$ cat src/rtl/uart_pkg.sv
`default_nettype none
// ============================================================================
// Package  : uart_pkg
// Brief    : Protocol bytes and FSM state type shared by the UART frame logic.
// Revision : 1.0  initial release
// ============================================================================
package uart_pkg;

    localparam logic [7:0] SYNC_BYTE = 8'hA5;
    localparam logic [7:0] ACK_BYTE  = 8'h06;
    localparam logic [7:0] NAK_BYTE  = 8'h15;

    typedef enum logic [2:0] {
        IDLE   = 3'd0,
        CMD    = 3'd1,
        DATA   = 3'd2,
        CHK    = 3'd3,
        EXEC   = 3'd4,
        RDWAIT = 3'd5,
        RESP   = 3'd6
    } state_t;

    function automatic logic [7:0] sat_inc8(input logic [7:0] v);
        return (v == 8'hFF) ? v : v + 8'd1;
    endfunction

endpackage
`default_nettype wire

$ cat src/rtl/uart_frame_ctrl_if.sv
`default_nettype none
// ============================================================================
// Interface : uart_frame_ctrl_if
// Brief     : Byte-in, register-bus and response-byte signals of the frame
//             controller. master = controller side, slave = environment side.
// Revision  : 1.0  initial release
// ============================================================================
interface uart_frame_ctrl_if;

    logic [7:0] rx_dat;
    logic       rx_rdy;
    logic [6:0] reg_addr;
    logic [7:0] reg_wr_dat;
    logic       reg_wr_en;
    logic       reg_rd_en;
    logic [7:0] reg_rd_dat;
    logic [7:0] tx_dat;
    logic       tx_vld;
    logic       tx_rdy;
    logic [7:0] err_cnt;

    modport master (
        input  rx_dat, rx_rdy, reg_rd_dat, tx_rdy,
        output reg_addr, reg_wr_dat, reg_wr_en, reg_rd_en, tx_dat, tx_vld, err_cnt
    );

    modport slave (
        output rx_dat, rx_rdy, reg_rd_dat, tx_rdy,
        input  reg_addr, reg_wr_dat, reg_wr_en, reg_rd_en, tx_dat, tx_vld, err_cnt
    );

endinterface
`default_nettype wire

$ cat src/rtl/uart_byte_timer.sv
`default_nettype none
// ============================================================================
// Module   : uart_byte_timer
// Brief    : Inter-byte idle counter; o_expire fires on the TIMEOUT_CYC-th
//            consecutive idle cycle while i_run is high.
// Revision : 1.0  initial release
// ============================================================================
module uart_byte_timer #(
    parameter int TIMEOUT_CYC = 43200,
    parameter int TO_WIDTH    = 16
) (
    input  logic clk,
    input  logic rst,
    input  logic i_run,
    input  logic i_clr,
    output logic o_expire
);

    localparam logic [TO_WIDTH-1:0] c_LAST_CNT = TO_WIDTH'(TIMEOUT_CYC - 1);
    localparam logic [TO_WIDTH-1:0] c_ONE      = TO_WIDTH'(1);

    logic [TO_WIDTH-1:0] r_cnt;

    always_ff @(posedge clk) begin
        if (rst || !i_run || i_clr) begin
            r_cnt <= '0;
        end else begin
            r_cnt <= r_cnt + c_ONE;
        end
    end

    // A byte in the same cycle always beats expiry.
    assign o_expire = i_run && !i_clr && (r_cnt == c_LAST_CNT);

endmodule
`default_nettype wire

$ cat src/rtl/uart_frame_ctrl.sv
`default_nettype none
// ============================================================================
// Module   : uart_frame_ctrl
// Brief    : Sequences SYNC/CMD/DATA/CHK byte frames into register strobes and
//            answers each frame with one ACK, NAK or read-data byte.
// Revision : 1.0  initial release
// ============================================================================
module uart_frame_ctrl
    import uart_pkg::*;
#(
    parameter int TIMEOUT_CYC = 43200,
    parameter int TO_WIDTH    = 16
) (
    input  logic              clk,
    input  logic              rst,
    uart_frame_ctrl_if.master bus
);

    state_t     r_state,   w_state_nxt;
    logic [6:0] r_addr,    w_addr_nxt;
    logic       r_wr_flag, w_wr_flag_nxt;
    logic [7:0] r_wr_dat,  w_wr_dat_nxt;
    logic       r_wr_en,   w_wr_en_nxt;
    logic       r_rd_en,   w_rd_en_nxt;
    logic [7:0] r_tx_dat,  w_tx_dat_nxt;
    logic       r_tx_vld,  w_tx_vld_nxt;
    logic [7:0] r_err_cnt, w_err_cnt_nxt;
    logic       w_err_inc;
    logic       w_in_frame;
    logic       w_expire;
    logic [7:0] w_cmd_byte;

    assign w_in_frame = (r_state == CMD) || (r_state == DATA) || (r_state == CHK);
    assign w_cmd_byte = {r_wr_flag, r_addr};

    uart_byte_timer #(
        .TIMEOUT_CYC (TIMEOUT_CYC),
        .TO_WIDTH    (TO_WIDTH)
    ) u_timer (
        .clk      (clk),
        .rst      (rst),
        .i_run    (w_in_frame),
        .i_clr    (bus.rx_rdy),
        .o_expire (w_expire)
    );

    always_comb begin
        w_state_nxt   = r_state;
        w_addr_nxt    = r_addr;
        w_wr_flag_nxt = r_wr_flag;
        w_wr_dat_nxt  = r_wr_dat;
        w_wr_en_nxt   = 1'b0;
        w_rd_en_nxt   = 1'b0;
        w_tx_dat_nxt  = r_tx_dat;
        w_tx_vld_nxt  = r_tx_vld;
        w_err_inc     = 1'b0;

        case (r_state)
            IDLE: begin
                if (bus.rx_rdy && (bus.rx_dat == SYNC_BYTE)) begin
                    w_state_nxt = CMD;
                end
            end
            CMD: begin
                if (bus.rx_rdy) begin
                    w_wr_flag_nxt = bus.rx_dat[7];
                    w_addr_nxt    = bus.rx_dat[6:0];
                    w_state_nxt   = DATA;
                end else if (w_expire) begin
                    w_err_inc   = 1'b1;
                    w_state_nxt = IDLE;
                end
            end
            DATA: begin
                if (bus.rx_rdy) begin
                    w_wr_dat_nxt = bus.rx_dat;
                    w_state_nxt  = CHK;
                end else if (w_expire) begin
                    w_err_inc   = 1'b1;
                    w_state_nxt = IDLE;
                end
            end
            CHK: begin
                if (bus.rx_rdy) begin
                    if (bus.rx_dat == (w_cmd_byte ^ r_wr_dat)) begin
                        w_wr_en_nxt = r_wr_flag;
                        w_rd_en_nxt = !r_wr_flag;
                        w_state_nxt = EXEC;
                    end else begin
                        w_tx_dat_nxt = NAK_BYTE;
                        w_tx_vld_nxt = 1'b1;
                        w_err_inc    = 1'b1;
                        w_state_nxt  = RESP;
                    end
                end else if (w_expire) begin
                    w_err_inc   = 1'b1;
                    w_state_nxt = IDLE;
                end
            end
            EXEC: begin
                w_err_inc = bus.rx_rdy;
                if (r_wr_flag) begin
                    w_tx_dat_nxt = ACK_BYTE;
                    w_tx_vld_nxt = 1'b1;
                    w_state_nxt  = RESP;
                end else begin
                    w_state_nxt = RDWAIT;
                end
            end
            RDWAIT: begin
                // Read data is valid the cycle after the read strobe.
                w_err_inc    = bus.rx_rdy;
                w_tx_dat_nxt = bus.reg_rd_dat;
                w_tx_vld_nxt = 1'b1;
                w_state_nxt  = RESP;
            end
            RESP: begin
                w_err_inc = bus.rx_rdy;
                if (r_tx_vld && bus.tx_rdy) begin
                    w_tx_vld_nxt = 1'b0;
                    w_state_nxt  = IDLE;
                end
            end
            default: begin
                w_state_nxt = IDLE;
            end
        endcase

        w_err_cnt_nxt = w_err_inc ? sat_inc8(r_err_cnt) : r_err_cnt;
    end

    always_ff @(posedge clk) begin
        if (rst) begin
            r_state   <= IDLE;
            r_addr    <= '0;
            r_wr_flag <= 1'b0;
            r_wr_dat  <= '0;
            r_wr_en   <= 1'b0;
            r_rd_en   <= 1'b0;
            r_tx_dat  <= '0;
            r_tx_vld  <= 1'b0;
            r_err_cnt <= '0;
        end else begin
            r_state   <= w_state_nxt;
            r_addr    <= w_addr_nxt;
            r_wr_flag <= w_wr_flag_nxt;
            r_wr_dat  <= w_wr_dat_nxt;
            r_wr_en   <= w_wr_en_nxt;
            r_rd_en   <= w_rd_en_nxt;
            r_tx_dat  <= w_tx_dat_nxt;
            r_tx_vld  <= w_tx_vld_nxt;
            r_err_cnt <= w_err_cnt_nxt;
        end
    end

    assign bus.reg_addr   = r_addr;
    assign bus.reg_wr_dat = r_wr_dat;
    assign bus.reg_wr_en  = r_wr_en;
    assign bus.reg_rd_en  = r_rd_en;
    assign bus.tx_dat     = r_tx_dat;
    assign bus.tx_vld     = r_tx_vld;
    assign bus.err_cnt    = r_err_cnt;

endmodule
`default_nettype wire

$ cat src/flat_wrapper.sv
// flat-port wrapper written by rule: the top's interface ports become plain ports
module uart_frame_ctrl_flat import uart_pkg::*;
#(
    parameter int TIMEOUT_CYC = 43200,
    parameter int TO_WIDTH    = 16
)
  (clk, rst, bus_rx_dat, bus_rx_rdy, bus_reg_rd_dat, bus_tx_rdy, bus_reg_addr, bus_reg_wr_dat, bus_reg_wr_en, bus_reg_rd_en, bus_tx_dat, bus_tx_vld, bus_err_cnt);
  uart_frame_ctrl_if bus_i ();
  input  logic clk;
  input  logic rst;
  input wire logic [$bits(bus_i.rx_dat)-1:0] bus_rx_dat;
  input wire logic [$bits(bus_i.rx_rdy)-1:0] bus_rx_rdy;
  input wire logic [$bits(bus_i.reg_rd_dat)-1:0] bus_reg_rd_dat;
  input wire logic [$bits(bus_i.tx_rdy)-1:0] bus_tx_rdy;
  output wire logic [$bits(bus_i.reg_addr)-1:0] bus_reg_addr;
  output wire logic [$bits(bus_i.reg_wr_dat)-1:0] bus_reg_wr_dat;
  output wire logic [$bits(bus_i.reg_wr_en)-1:0] bus_reg_wr_en;
  output wire logic [$bits(bus_i.reg_rd_en)-1:0] bus_reg_rd_en;
  output wire logic [$bits(bus_i.tx_dat)-1:0] bus_tx_dat;
  output wire logic [$bits(bus_i.tx_vld)-1:0] bus_tx_vld;
  output wire logic [$bits(bus_i.err_cnt)-1:0] bus_err_cnt;
  assign bus_i.rx_dat = bus_rx_dat;
  assign bus_i.rx_rdy = bus_rx_rdy;
  assign bus_i.reg_rd_dat = bus_reg_rd_dat;
  assign bus_i.tx_rdy = bus_tx_rdy;
  assign bus_reg_addr = bus_i.reg_addr;
  assign bus_reg_wr_dat = bus_i.reg_wr_dat;
  assign bus_reg_wr_en = bus_i.reg_wr_en;
  assign bus_reg_rd_en = bus_i.reg_rd_en;
  assign bus_tx_dat = bus_i.tx_dat;
  assign bus_tx_vld = bus_i.tx_vld;
  assign bus_err_cnt = bus_i.err_cnt;
  uart_frame_ctrl #(.TIMEOUT_CYC(TIMEOUT_CYC), .TO_WIDTH(TO_WIDTH)) u_core (.clk(clk), .rst(rst), .bus(bus_i));
endmodule
$ cat config.mk
export PLATFORM = sky130hd
export DESIGN_NAME = uart_frame_ctrl_flat
export DESIGN_NICKNAME = d
export VERILOG_FILES = /design/src/rtl/uart_pkg.sv /design/src/rtl/uart_frame_ctrl_if.sv /design/src/rtl/uart_byte_timer.sv /design/src/rtl/uart_frame_ctrl.sv /design/src/flat_wrapper.sv
export SDC_FILE = /design/constraint.sdc
export NUM_CORES = 1
export LEC_CHECK = 0
export CORE_MARGIN = 1.5
export CORE_UTILIZATION = 31
export CTS_BUF_LIST = sky130_fd_sc_hd__clkbuf_4
export DETAILED_ROUTE_END_ITERATION = 6
export HOLD_SLACK_MARGIN = 0.06
export SETUP_SLACK_MARGIN = 0.02
export SYNTH_ARGS = -nofsm -noshare
export SYNTH_HDL_FRONTEND = slang
export SYNTH_SLANG_ARGS = --single-unit
$ cat constraint.sdc
create_clock -name clk -period 4.8 [get_ports clk]
set_clock_uncertainty 0.1 [all_clocks]
set_input_delay 0.48 -clock clk [delete_from_list [all_inputs] [get_ports clk]]
set_output_delay 0.48 -clock clk [all_outputs]
set_load 0.01 [all_outputs]
==> flow_results.org <==
** Outcome
- Result of the run :: finished clean

** Synthesis
- The synthesized netlist devotes 11.5% of its cell area to XOR and XNOR gates.
- Portion of netlist area occupied by mux cells :: around 6.0%
- After synthesis, flip-flops and latches occupy 41.2% of the total area.
- Counting flops with a built-in enable in the synthesized netlist gives 0.
- When the netlist entered floorplanning its net count stood at 311.
- The synthesized netlist devotes 12.9% of its cell area to compound gates.
- Dominant combinational cell family by area after synthesis :: simple AND/OR/NAND/NOR gates
- Of the total synthesized cell area, the portion taken by AND, OR, NAND and NOR gates is 23.4%.
- The largest total area in the synthesized netlist belongs to sky130_fd_sc_hd__dfxtp_1.
- Post-synthesis instance area :: around 2600 um^2
- sky130_fd_sc_hd__dfxtp_1 is the most common cell in the netlist.
- Synthesized netlist cell count :: around 290
- Post-Synthesis Mean Instance Area :: 9.09 um^2
- After synthesis the netlist holds a flip-flop and latch count of 54.
- Synth Area in Adders :: less than 1%
- Post-synth top cells :: 54 x sky130_fd_sc_hd__dfxtp_1, 41 x sky130_fd_sc_hd__nor2_1, 31 x sky130_fd_sc_hd__nand2_1
- For this run, the number of Yosys warnings is 0.
- Area share of the leading cell type in the synthesized netlist :: 41.2%
- By area the synthesized netlist is led by sky130_fd_sc_hd__dfxtp_1 41%, sky130_fd_sc_hd__xnor3_1 6.9%, sky130_fd_sc_hd__nor2_1 5.9%.
- The most used flip-flop cell after synthesis is sky130_fd_sc_hd__dfxtp_1.
- After synthesis, the share of flip-flops with an asynchronous set or reset is 0%.
- Yosys mapped the design onto 44 distinct sky130hd cell types.

** Power and ir drop
- Net Sw Power :: 0.165 mW
- Sequential cells account for 60.1% of the total power.
- Proportion of total power due to net switching :: between 20% and 30%
- Static leakage :: approximately 1.1 nW
- Dividing total power by cell area gives a power density of 226 nW/um^2.
- Of the total power, the clock network draws 34.6%.
- Internal Dissipation :: about 0.6 mW
- The worst-case IR drop observed on VDD is 0.0969 mV.
- Per report_power, the combinational group accounts for 5.3% of the total.

** Setup path
- Required arrival time at the worst endpoint :: between 4 and 5 ns
- Category of the worst setup path launch point :: register
- STA classifies the critical path endpoint as a register.
- Across all register-to-register paths, the minimum setup slack is approximately 2.5 ns.
- For this run, the slowest stage of the critical path takes a little over 0.7 ns.
- Critical path cell sequence :: inv_1 > nor3_1 > o21ai_0 > buf_4 > a211oi_1 > mux2_1
- Data arrives at the worst endpoint at about 2.5 ns.
- The largest individual stage delay along the critical path comes from the cell sky130_fd_sc_hd__dfxtp_1.
- The worst setup path is of the register to register kind.
- Of all nets on the critical path, the largest fanout is 17.

** Timing
- Setup repair after global routing left no endpoint under its margin.
- The max-slew violation count came to 0.
- Setup TNS Final :: 0 ns
- Maximum clock rate :: 0.436 GHz
- Worst-case headroom to the max-slew limit :: 18.1%
- Of the available clock period, the critical path in the final layout requires 47.8%.
- Hold Fails Final Rpt :: 0
- Setup violations remaining at the end of the flow were counted as 0.
- Slew at the pin with the worst max-slew slack :: between 1 and 1.5 ns
- Clock period minus worst slack :: ~2.3 ns

** Floorplan
- The floorplan has 33 rows.
- Vertical die dimension :: 95.0 um
- Die Footprint :: 9030 um^2
- Floorplan Core Area :: 8220 um^2
- Horizontal die dimension :: 95.0 um
- Initial cell density of the core :: between 30% and 40%
- In this run the count of I/O pins placed on the die edge is 54.

** Clock tree
- Number of hold buffers added after cts :: 0
- Number of sinks on the clock net :: 54
- After clock tree synthesis, the setup repair step added 0 buffers.
- TritonCTS built the clock tree.
- Clock H-tree levels :: 2
- Worst skew pair latency :: 0.38 ns
- Once the clock tree was built, the resizer swapped 0 gates to a different size.
- After clock tree synthesis, the clock-pin slew on the worst setup and hold paths is 0.16 ns.
- TritonCTS Buffers :: 5
- Clock tree synthesis selected as its root buffer the cell sky130_fd_sc_hd__clkbuf_4.
- Worst-case clock buffer depth :: 2

** Min path
- The min-delay analysis places its worst path in the category register to register.

** Drt
- After detailed routing, the number of remaining DRC violations is 0.
- Drt first pass iters :: 5
- After detailed routing, the average wire length per cell comes to 12.6 um.
- Across all layers, the routed design uses 2170 vias.
- Final WL :: roughly 5600 um
- Initial drt markers :: 123
- In this run the remaining antenna-violating nets after routing total 0.
- Using the TritonRoute via totals, the vias-per-cell ratio works out to between 4 and 5.

** Place
- Port Buffer Count :: 53
- Routability Congestion :: 0.752
- Detailed placement HPWL :: 4180 um

** Finish
- Number of nets in the finished design :: 360
- Count of antenna diodes in the layout :: 0
- Cells fill 40.3% of the core in the end.
- Signed area change from the synthesized netlist to the final layout :: 26.0%
- Fraction of final layout cells with drive strength greater than 1 :: 6.19%

** GRT
- Combined global-route utilization of all metal layers :: 13.5%
- After global routing the overflow that remains totals 0.
- Entering global routing, the biggest net connects 42 pins.
- The first global-routing pass estimated 9570 um of wire.
- The number of antenna violations at the first check in global routing is 0.
- Vias in the first global route :: 2073

** Flow run
- Across the run, the number of max-cap violations was 0.
-- path summary, 6_finish.rpt --
path	startpoint	endpoint	cells past startpoint
worst max-delay path	u_core.r_state[0]	u_core.bus.err_cnt[7]	6
worst min-delay path	u_core.u_timer.r_cnt[0]	u_core.u_timer.r_cnt[0]	1
worst max register to register	u_core.r_state[0]	u_core.bus.err_cnt[7]	6
worst min register to register	u_core.u_timer.r_cnt[0]	u_core.u_timer.r_cnt[0]	1
-- critical path, delay by kind of cell (launching register included) --
family          cells  cell delay (ns)
compound gates      2             0.36
buf+inv             2             0.43
flops               1             0.71
mux                 1             0.34
simple gates        1             0.26
-- sequential cells by signal, summed over array words and instances (netlist names) --
register / cells
u_core.bus.tx_dat: 8
u_core.bus.reg_wr_en: 1
u_core.bus.tx_vld: 1
u_core.r_state: 3
u_core.bus.err_cnt: 8
u_core.bus.reg_addr: 7
u_core.bus.reg_wr_dat: 8
u_core.r_wr_flag: 1
u_core.bus.reg_rd_en: 1
u_core.u_timer.r_cnt: 16
-- cell families after synthesis --
kind of cell	after synthesis
flip-flops	54
AO/OA/AOI/OAI	51
AND/OR/NAND/NOR	124
multiplexers	15
adder cells (fa/ha/maj)	2
XOR/XNOR	22
buffers and inverters	21
-- through the flow --
step	instances	hold slack, ns	area, um^2	total power [mW]	setup slack, ns
finish	444	0.378	3310	0.747	2.51
global placement	436	0.343	3230	0.498	2.16
detailed placement	436	0.350	3230	0.498	2.14
floorplan	289	0.330	2630	0.475	2.74
global route	444	0.408	3310	0.781	2.28
CTS	444	0.386	3310	0.757	2.50
-- routing by layer --
layer  vias up  GRT usage (%)  wire length [um]
met5         -              0                 0
met4         0           3.86                85
met3         7           3.03               248
met2        45           22.1              2600
met1       998           17.8              2650
li1       1120              -                 -
-- area by class of cell --
class / instances / area (um^2)
timing repair buffer: 55 / 546
tap: 105 / 131
fill: 841 / 4910
inverter: 8 / 30.0
clock buffer: 5 / 37.5
clock inverter: 3 / 43.8
multi-input combinational: 214 / 1440
sequential: 54 / 1080
-- power by group through the flow --
stage / clock network (mW) / logic (mW) / registers [mW]
after global routing: 0.289 / 0.0429 / 0.449
after global placement: 0 / 0.0395 / 0.458
after CTS: 0.268 / 0.0397 / 0.449
after floorplan: 0 / 0.0171 / 0.458
after detailed placement: 0 / 0.0397 / 0.458
final: 0.259 / 0.0393 / 0.449
-- cell usage in the layout, fill, tap and decap left out, types with 8 or more instances in the layout --
master                            netlist  final
sky130_fd_sc_hd__clkdlybuf4s50_1        0     53
sky130_fd_sc_hd__nand3_1               10     10
sky130_fd_sc_hd__inv_1                  8      8
sky130_fd_sc_hd__nor3_1                 8      8
sky130_fd_sc_hd__nor2_1                41     41
sky130_fd_sc_hd__xnor3_1                8      8
sky130_fd_sc_hd__dfxtp_1               54     54
sky130_fd_sc_hd__nand2_1               31     31
sky130_fd_sc_hd__mux2i_1                9      9
sky130_fd_sc_hd__a21oi_1               22     22
sky130_fd_sc_hd__xor2_1                 8      8
sky130_fd_sc_hd__nand4_1                9      9
(Power assumes the default switching activity.)
==> RTL edit 1: new RTL, config.mk and constraints unchanged <==
`TO_WIDTH` is set to 16 in 3 places; all go to 18.
--- a/src/rtl/uart_byte_timer.sv
+++ b/src/rtl/uart_byte_timer.sv
@@ -8,5 +8,5 @@
 module uart_byte_timer #(
     parameter int TIMEOUT_CYC = 43200,
-    parameter int TO_WIDTH    = 16
+    parameter int TO_WIDTH    = 18
 ) (
     input  logic clk,
--- a/src/rtl/uart_frame_ctrl.sv
+++ b/src/rtl/uart_frame_ctrl.sv
@@ -10,5 +10,5 @@
 #(
     parameter int TIMEOUT_CYC = 43200,
-    parameter int TO_WIDTH    = 16
+    parameter int TO_WIDTH    = 18
 ) (
     input  logic              clk,
--- a/src/flat_wrapper.sv
+++ b/src/flat_wrapper.sv
@@ -3,5 +3,5 @@
 #(
     parameter int TIMEOUT_CYC = 43200,
-    parameter int TO_WIDTH    = 16
+    parameter int TO_WIDTH    = 18
 )
   (clk, rst, bus_rx_dat, bus_rx_rdy, bus_reg_rd_dat, bus_tx_rdy, bus_reg_addr, bus_reg_wr_dat, bus_reg_wr_en, bus_reg_rd_en, bus_tx_dat, bus_tx_vld, bus_err_cnt);
Behaviour: same outputs for any inputs over 10 cycles, from zero or initial values and one cycle with rst high; that may be too few to reach the edited logic, so the function may still have changed.
==> RTL edit 1 against the unedited design <==
- clock power decreased by 21%
- combinational power rose by 7.9%
- first-iteration DRC count down 27%
- critical path type is now in2reg
- area after synthesis is 8.7% higher
- utilization down 0.42 points
- setup slack got worse by 0.034 ns
- sequential cell count grew 2
- total power shrank 4.4%
- die area increased by 8.4%
- the run now ends with design-rule violations left
- final area up 6.1%
- routed wire length rose by 10%
==> RTL edit 1: results (changes against the unedited design) <==
Status
  – Status: finished with violations
  – Violated checks: design-rule violations

Layout
  – Final #Nets: 376 (+4.4%)
  – Largest register FFs: 18 (+2)
  – Cell area after layout: 3510 sq um (+6.1%)
  – Layout fillers: 868 (+3.2%)

Synth
  – Cells after Synth: 308 (+6.6%)
  – Post-synthesis sequential area ratio: 39.3% (-1.9 points)
  – Mux share of post-synthesis cell area: 5.66% (-0.35 points)
  – Adder-Cell Fraction of Synth Area: 0.877% (-0.076 points)
  – Cell variety after synth: 57 (+30%)
  – Top area cells in the synthesized netlist: dfxtp_1 39%, xnor3_1 6.3%, nor2_1 5.0%
  – Synth top cells by count: 56 x dfxtp_1, 38 x nor2_1, 30 x nand2_1, 19 x a21oi_1, 12 x nand3_1
  – XOR/XNOR share of the synthesized area: 10.0% (-1.5 points)

Route
  – M1 WL: 2940 um (+11%)
  – Drt via density: 5.07 (+3.7%)
  – Vias: 2347 (+8.2%)
  – Routed WL: 6150 um (+10%)
  – DRC Markers: 1 (+1)
  – 1st-iter DRT viols: 90 (-27%)

Hold path
  – Hold EP: u_core.bus.tx_dat[4]$_SDFFE_PP0P_
  – Hold Path Depth: 2 (+1)
  – Min-delay src: u_core.bus.tx_dat[4]$_SDFFE_PP0P_

Timing
  – Final hold slack: 0.371 ns (-0.00781 ns)
  – Slew margin rel.: 33.0% (+15 points)

GRT
  – Total Routing Usage GR: 13.0% (-0.48 points)
  – Largest net degree at the start of global routing: 40 (-4.8%)

Setup path
  – CP max-delay cell: nor3_1
  – Crit Path Category: in2reg
  – R2R Path End: u_core.bus.reg_wr_dat[5]$_SDFFE_PP0P_
  – Crit path from: bus_rx_rdy
  – WP data arrival: 2.56 ns (+0.08 ns)
  – FF-to-FF path depth: 4 (-2)
  – Worst path max stage delay: 0.82 ns (+0.11 ns)
  – Worst setup path end: u_core.bus.reg_wr_dat[5]$_SDFFE_PP0P_
  – Max FO, Critical Path: 11 (-6)

Placed design
  – Pre-CTS WS: 2.03 ns (-0.104 ns)
  – Hpwl dp: 4340 um (+3.9%)
  – Gpl congestion: 0.771 (+2.4%)

Power
  – Pleak: 1.23 nW (+8.0%)
-- RTL edit 1: cell types whose count changed after synthesis, sizes merged, moves of 4 or more --
cell	unedited run	this run
a211oi	7	3
and2	0	4
and2b	4	0
and4	0	4
buf	0	8
clkbuf	12	8
nor2b	3	9
or3	2	6
-- RTL edit 1: power breakdown --
group / internal (mW) / switching, mW
clock: 0.0570 / 0.148
sequential: 0.466 / 0.000657
combinational: 0.0238 / 0.0186
-- RTL edit 1: per-layer routing --
layer | track usage [%] | up-vias
li1 | - | 1189
met1 | 16.7 | 1113
met2 | 22.1 | 39
met3 | 2.91 | 6
met4 | 3.30 | 0
met5 | 0 | -
-- RTL edit 1: cell type report --
| cell class | count | area share (%) |
|---|---|---|
| clock inverter | 3 | 0.499 |
| sequential | 56 | 32.0 |
| tap | 108 | 3.85 |
| timing repair buffer | 55 | 15.5 |
| multi-input combinational | 228 | 46.2 |
| inverter | 8 | 0.856 |
| clock buffer | 5 | 1.07 |
==> RTL edit 2: new RTL, same flow settings <==
Without the edit above. Reset style: asynchronous (`rst`), changed in one clocked block.
--- a/src/rtl/uart_frame_ctrl.sv
+++ b/src/rtl/uart_frame_ctrl.sv
@@ -130,5 +130,5 @@
     end
 
-    always_ff @(posedge clk) begin
+    always_ff @(posedge clk or posedge rst) begin
         if (rst) begin
             r_state   <= IDLE;
Check against the original RTL: differs if rst is asserted again (counterexample within 4 cycles, from zero or initial values and one cycle with rst high); with rst held inactive, the same outputs for 10 cycles.
==> RTL edit 2 against the unedited design <==
- critical path depth unchanged
- cell count is 9.0% lower
- count of clock-buffer cells in the layout increased by 3
- sequential cell count stayed put
- area after synthesis is 0.38% higher
- routed wire length fell by 2.4%
- hold slack improved by 0.014 ns
- setup slack got worse by 0.13 ns
- via count is 12% lower
- die area grew 0.37%
- final area increased by 1.4%
- largest cell class unchanged
Power is not compared: it rests on default switching activity, and its combinational part moved more than twofold at a synthesized area within 25%.
==> RTL edit 2: results (changes against the unedited design) <==
Route
  – Initial DRT Pass Iterations: 4 (-1)
  – 1st-iter DRT viols: 60 (-51%)
  – Metal2 WL: 2590 um (-0.46%)
  – Routed WL: 5460 um (-2.4%)
  – Drt via density: 4.73 (-3.3%)
  – WL met3: 173 um (-30%)

Layout
  – Finished Core Util: 40.8% (+0.55 points)
  – Layout fillers: 808 (-3.9%)
  – Fin cells: 404 (-9.0%)
  – #MultiIn Comb: 170 (-21%)
  – Final #Nets: 320 (-11%)
  – Share of layout cells above drive strength 1: 13.7% (+7.5 points)
  – Cell area after layout: 3350 sq um (+1.4%)
  – Register fraction of the total cell area: 37.9% (+5.2 points)

GRT
  – Vias in the first global route: 1901 (-8.3%)
  – Met2 GRT Util: 19.7% (-2.4 points)
  – Largest net degree at the start of global routing: 40 (-4.8%)
  – Met3 Usage GRT: 2.79% (-0.24 points)

Setup path
  – Reg2reg setup slack: 2.48 ns (-0.03 ns)
  – WP data arrival: 2.60 ns (+0.12 ns)
  – Max FO, Critical Path: 9 (-8)
  – Worst path max stage delay: 0.58 ns (-0.13 ns)
  – FF-to-FF path depth: 5 (-1)
  – Worst setup path end: u_core.bus.err_cnt[1]$_DFFE_PP0P_

Timing
  – Final hold slack: 0.392 ns (+0.0139 ns)

Synth
  – Syn Area/Cell: 10.9 sq um (+20%)
  – Net count after synthesis: 264 (-15%)
  – Cell variety after synth: 46 (+4.5%)
  – Asr flop ratio synth: 70.4% (+70 points)
  – XOR/XNOR share of the synthesized area: 11.8% (+0.29 points)
  – Post-synth top flop: dfrtp_1

Placed design
  – Gpl congestion: 0.798 (+6.1%)
  – Pre-CTS WS: 1.97 ns (-0.166 ns)
  – Post-DP Area: 3290 sq um (+2.1%)
  – Hpwl dp: 3870 um (-7.3%)

Status
  – Status: finished clean
RTL edit 2: how the worst min path moves through the flow:
stage                                  startpoint                                 end
5_1_grt        u_core.u_timer.r_cnt[0]$_SDFF_PP0_  u_core.u_timer.r_cnt[0]$_SDFF_PP0_
6_report       u_core.u_timer.r_cnt[0]$_SDFF_PP0_  u_core.u_timer.r_cnt[0]$_SDFF_PP0_
2_1_floorplan  u_core.u_timer.r_cnt[0]$_SDFF_PP0_  u_core.u_timer.r_cnt[0]$_SDFF_PP0_
3_5_place_dp   u_core.u_timer.r_cnt[0]$_SDFF_PP0_  u_core.u_timer.r_cnt[0]$_SDFF_PP0_
3_3_place_gp   u_core.u_timer.r_cnt[0]$_SDFF_PP0_  u_core.u_timer.r_cnt[0]$_SDFF_PP0_
4_1_cts        u_core.u_timer.r_cnt[0]$_SDFF_PP0_  u_core.u_timer.r_cnt[0]$_SDFF_PP0_
